File: src/rtl/sync_filter_bank.sv
// sync_filter_bank: per-channel synchroniser plus stability filter with registered edge pulses.

module falsepath_anchor (
   input  logic a,
   output logic y
);
   assign y = a;
endmodule

module sync_filter_bank #(
   parameter int             W             = 4,
   parameter int             SYNC_STAGES   = 2,
   parameter int             FILTER_CYCLES = 4,
   parameter logic [W-1:0]   RESET_VAL     = '0
) (
   input  logic         clk,
   input  logic         rst_n,
   input  logic [W-1:0] i,
   input  logic         hold,
   output logic [W-1:0] o,
   output logic [W-1:0] rise,
   output logic [W-1:0] fall
);
   localparam int CW = $clog2(FILTER_CYCLES + 1);
   localparam logic [CW-1:0] CMAX = CW'(FILTER_CYCLES - 1);

   logic [W-1:0]  i_a;
   logic [W-1:0]  sync [SYNC_STAGES];
   logic [W-1:0]  s;
   logic [W-1:0]  o_nxt;
   logic [CW-1:0] cnt [W];
   logic [CW-1:0] cnt_nxt [W];

   // every raw input bit crosses through a named cell so timing tools can cut the path
   genvar n;
   for (n = 0; n < W; n++) begin : g_anchor
      falsepath_anchor u_anchor (.a(i[n]), .y(i_a[n]));
   end

   always_ff @(posedge clk) begin
      if (!rst_n) begin
         for (int k = 0; k < SYNC_STAGES; k++) sync[k] <= RESET_VAL;
      end else begin
         sync[0] <= i_a;
         for (int k = 1; k < SYNC_STAGES; k++) sync[k] <= sync[k-1];
      end
   end

   assign s = sync[SYNC_STAGES-1];

   always_comb begin
      o_nxt = o;
      for (int k = 0; k < W; k++) begin
         cnt_nxt[k] = '0;
         if (!hold && (s[k] != o[k])) begin
            if (cnt[k] == CMAX) o_nxt[k] = s[k];
            else                cnt_nxt[k] = cnt[k] + 1'b1;
         end
      end
   end

   always_ff @(posedge clk) begin
      if (!rst_n) begin
         o    <= RESET_VAL;
         rise <= '0;
         fall <= '0;
         cnt  <= '{default: '0};
      end else begin
         o    <= o_nxt;
         rise <= o_nxt & ~o;
         fall <= o & ~o_nxt;
         cnt  <= cnt_nxt;
      end
   end
endmodule

File: config.mk
export PLATFORM = sky130hd
export DESIGN_NAME = sync_filter_bank
export DESIGN_NICKNAME = d
export VERILOG_FILES = /design/src/rtl/sync_filter_bank.sv
export SDC_FILE = /design/constraint.sdc
export NUM_CORES = 1
export LEC_CHECK = 0
export CELL_PAD_IN_SITES_DETAIL_PLACEMENT = 2
export CELL_PAD_IN_SITES_GLOBAL_PLACEMENT = 2
export CORE_ASPECT_RATIO = 1.75
export CORE_MARGIN = 3
export CORE_UTILIZATION = 30
export DETAILED_ROUTE_END_ITERATION = 8
export PLACE_DENSITY = 0.78
export SLEW_MARGIN = 40
export SYNTH_ARGS = -nofsm -noshare
export SYNTH_HDL_FRONTEND = slang
export SYNTH_SLANG_ARGS = --single-unit
File: constraint.sdc
create_clock -name clk -period 1.3 [get_ports clk]
set_clock_uncertainty 0.15 [all_clocks]
set_input_delay 0.195 -clock clk [delete_from_list [all_inputs] [get_ports clk]]
set_output_delay 0.195 -clock clk [all_outputs]
set_load 0.02 [all_outputs]
==> flow_summary_export.csv <==
group,metric,value,unit
hold_path,hp-class,"primary input to flip-flop",
critical_path,critPathMaxFanout,3,
critical_path,cp_common_cell,"sky130_fd_sc_hd__ha_4",
synth,syn_avg_cell_area,11.8,um2
critical_path,cp-startpoint,"cnt[6]$_SDFF_PP0_",
power,max-vdd-ir-drop,0.952,mV
die,floorplan.io_pins,19,
synth,synth-compound-area-share,0,
cells_and_area,layout.cells.most_common_list,"sky130_fd_sc_hd__dfxtp_1 (27), sky130_fd_sc_hd__buf_4 (13), sky130_fd_sc_hd__and2_1 (8), sky130_fd_sc_hd__nand2_1 (8)",
synth,synth_nets,115,
clock_network,clk_root_buffer_cell,"sky130_fd_sc_hd__clkbuf_8",
routing,drt_pre_antenna_iters,3,
synth,synth.yosys.seq_area_share,0.542,
power,power.sequential.fraction,0.470,
sta,final_period_minus_worst_setup_slack,1.30,ns
power,internal_power,1.72,mW
clock_network,clock_latency,0.28,ns
clock_network,ctsLongestPathBuffers,2,
clock_network,level_count_of_the_clock_h_tree,2,
routing,vias,873,
synth,synth_simple_gate_area_frac,0.277,
global_routing,grt_start_max_net_pins,11,
place,gp_congestion,0.652,
die,die_w,53.5,um
sta,fin_setup_tns,0,ns
place,detailedPlacementHpwl,1930,um
routing,drc,0,
critical_path,r2r-start,"cnt[6]$_SDFF_PP0_",
critical_path,timing_worst_setup_path_type,"flip-flop to flip-flop",
clock_network,clock_sink_count,32,
die,die_area,4760,um2
run,max_cap_violations,0,
cells_and_area,final.fill_count,387,
synth,yosys.area_share.xor_xnor,0.0296,
sta,timing.slew.headroom,0.720,
sta,fmaxAchievable,771,MHz
die,dieHeight,89.1,um
cells_and_area,area.growth.synth_to_final,55.8,%
critical_path,critical-path-top-delay-family,"simple AND/OR/NAND/NOR gates",
routing,met3_length,120,um
power,switching_share,0.195,
global_routing,via_count_of_the_first_global_routing_pass,945,
cells_and_area,layout-drive-gt1-share,0.413,
sta,grt_setup_unrepaired,"true",
critical_path,arrival,1.34,ns
routing,routedLengthMet1,1040,um
hold_path,min_from,"rst_n",
synth,postSynthRegisterBits,32,
critical_path,worst_setup_path_start_kind,"flip-flop",
global_routing,initial_antenna_violation_count,0,
synth,yosys.area_share.adder,0.0847,
routing,finalWirelength,2830,um
synth,netlist_area,1180,um2
cells_and_area,finalNetCount,152,
routing,final_antenna_net_count,0,
routing,avgRoutedWirePerCell,15.4,um
power,pwr_density_cell,1160,nW/um2
critical_path,critical_path.slowest_cell,"sky130_fd_sc_hd__dfxtp_2",
synth,post_synth_inst_count,100,
place,port-buffer-count,18,
clock_network,cts-buffers-inserted,5,
clock_network,clkTransAtPathRegs,0.06,ns
synth,ys_types,20,
cells_and_area,diodes,0,
routing,highest_layer,"met4",
cells_and_area,layout_commonest_cell,"sky130_fd_sc_hd__dfxtp_1",
die,rows,29,
outcome,run_status,"finished, final reports clean",
routing,routed-wl-met2,1600,um
global_routing,grt_use_total,0.138,
power,fin_total_pwr,2.14,mW
die,start_util,0.319,
sta,tightestPinTransition,0.418,ns
power,sw_pwr,417,uW
power,share_clk_of_total_power,0.483,
synth,main_combinational_cell_family_by_area_after_synthesis,"simple AND/OR/NAND/NOR gates",
sta,finalMaxSlewViolations,0,
critical_path,crit_path_cell_chain,"ha_4 -> ha_4 -> nand2b_4 -> nor4b_2",
sta,post-route-period-util,0.998,
sta,final_hold_violating_endpoints,0,
synth,yosys_warnings,0,
synth,synth.mux.area_fraction,0.0339,
power,p_leak,0.695,nW
global_routing,globalRoute.totalOverflow,0,
routing,detailedRoute.firstIterationViolations,6,
sta,finalSetupViolations,0,
die,floorplan.core_area,3700,um2
routing,drt-vias-per-instance,4.74,
clock_network,cts_tree,"done",
critical_path,cp_slowest_stage_delay,0.34,ns
critical_path,critPathBufInv,0,
global_routing,grt_pass1_wl,4640,um
power,comb_power_share,0.047,
clock_network,holdBufCountCts,0,
critical_path,worst_setup_path_end_kind,"flip-flop",
critical_path,worst_path_required,1.35,ns
[registers in the layout (all words and copies together) (netlist names)]
register  cells
cnt          12
fall          4
o             4
rise          4
sync          8
[layout make-up]
type / count / area [um2] / area share
timing repair buffer: 33 / 292 / 0.158
clock inverter: 1 / 30.0 / 0.0163
multi-input combinational: 61 / 702 / 0.381
inverter: 4 / 15.0 / 0.00815
tap: 46 / 57.6 / 0.0312
clock buffer: 7 / 96.3 / 0.0523
sequential: 32 / 649 / 0.353
[cell families after synthesis]
group | Yosys count
xor+xnor | 4
simple gates | 45
buf+inv | 7
mux | 4
fa+ha+maj | 8
flops | 32
[Yosys cell counts]
master,count,share of area
sky130_fd_sc_hd__dfxtp_1,32,0.54
sky130_fd_sc_hd__and2_1,8,0.042
sky130_fd_sc_hd__ha_1,8,0.085
sky130_fd_sc_hd__nand2_1,8,0.025
sky130_fd_sc_hd__nor4_1,8,0.042
sky130_fd_sc_hd__and4b_1,6,0.051
sky130_fd_sc_hd__inv_1,4,0.013
sky130_fd_sc_hd__mux2i_1,4,0.034
sky130_fd_sc_hd__xnor2_1,4,0.030
sky130_fd_sc_hd__and2b_1,3,0.019
sky130_fd_sc_hd__nor4b_2,3,0.038
sky130_fd_sc_hd__nand2b_1,2,0.011
sky130_fd_sc_hd__nor2b_1,2,0.011
sky130_fd_sc_hd__nor3b_1,2,0.013
sky130_fd_sc_hd__buf_2,1,0.0042
sky130_fd_sc_hd__buf_4,1,0.0064
sky130_fd_sc_hd__buf_6,1,0.0095
sky130_fd_sc_hd__nand2b_4,1,0.012
sky130_fd_sc_hd__nand3b_1,1,0.0064
sky130_fd_sc_hd__nor4b_1,1,0.0074
[layer usage]
layer,up-vias,track usage
met5,-,0
met4,0,0.0767
met3,6,0.0384
met2,19,0.238
met1,430,0.147
li1,418,-
[tightest hold or removal path, delay by kind of cell]
kind | cells | cell delay [ns]
buffers and inverters | 1 | 0.31
AND/OR/NAND/NOR | 2 | 0.15
[what timing repair did]
item | in CTS | in global routing
buffers inserted | 2 | 1
pin swaps | 3 | 6
endpoints found under the setup margin | 27 | 21
gates cloned | 0 | 0
gates resized for setup | 39 | 25
[power by group through the flow]
stage | Sequential, mW | Clock, mW | Combinational [mW]
after CTS | 1.00 | 1.06 | 0.0929
after global routing | 1.00 | 1.11 | 0.110
after global placement | 1.02 | 0 | 0.0777
after floorplan | 1.02 | 0 | 0.0452
after detailed placement | 1.02 | 0 | 0.0829
final | 1.00 | 1.03 | 0.101
[through the flow]
stage / hold slack, ns / util / std cells / cell area, um2 / worst slack [ns]
3_3_place_gp: 0.268 / 0.402 / 173 / 1490 / -0.173
5_1_grt: 0.265 / 0.498 / 184 / 1840 / -0.0368
4_1_cts: 0.260 / 0.465 / 183 / 1720 / -0.0336
3_5_place_dp: 0.277 / 0.402 / 173 / 1490 / -0.262
2_1_floorplan: 0.172 / - / 100 / 1180 / 0.0241
6_report: 0.259 / 0.498 / 184 / 1840 / 0.00312
[final timing paths]
path                            depth (start not counted)  slack (ns)               endpoint
worst max-delay path                                    4       0.003      cnt[7]$_SDFF_PP0_
worst min-delay path                                    3        0.26      cnt[8]$_SDFF_PP0_
worst max register to register                          4       0.003      cnt[7]$_SDFF_PP0_
worst min register to register                          1        0.29  sync[0][7]$_SDFF_PN0_
Power figures use the tool's default switching activity.
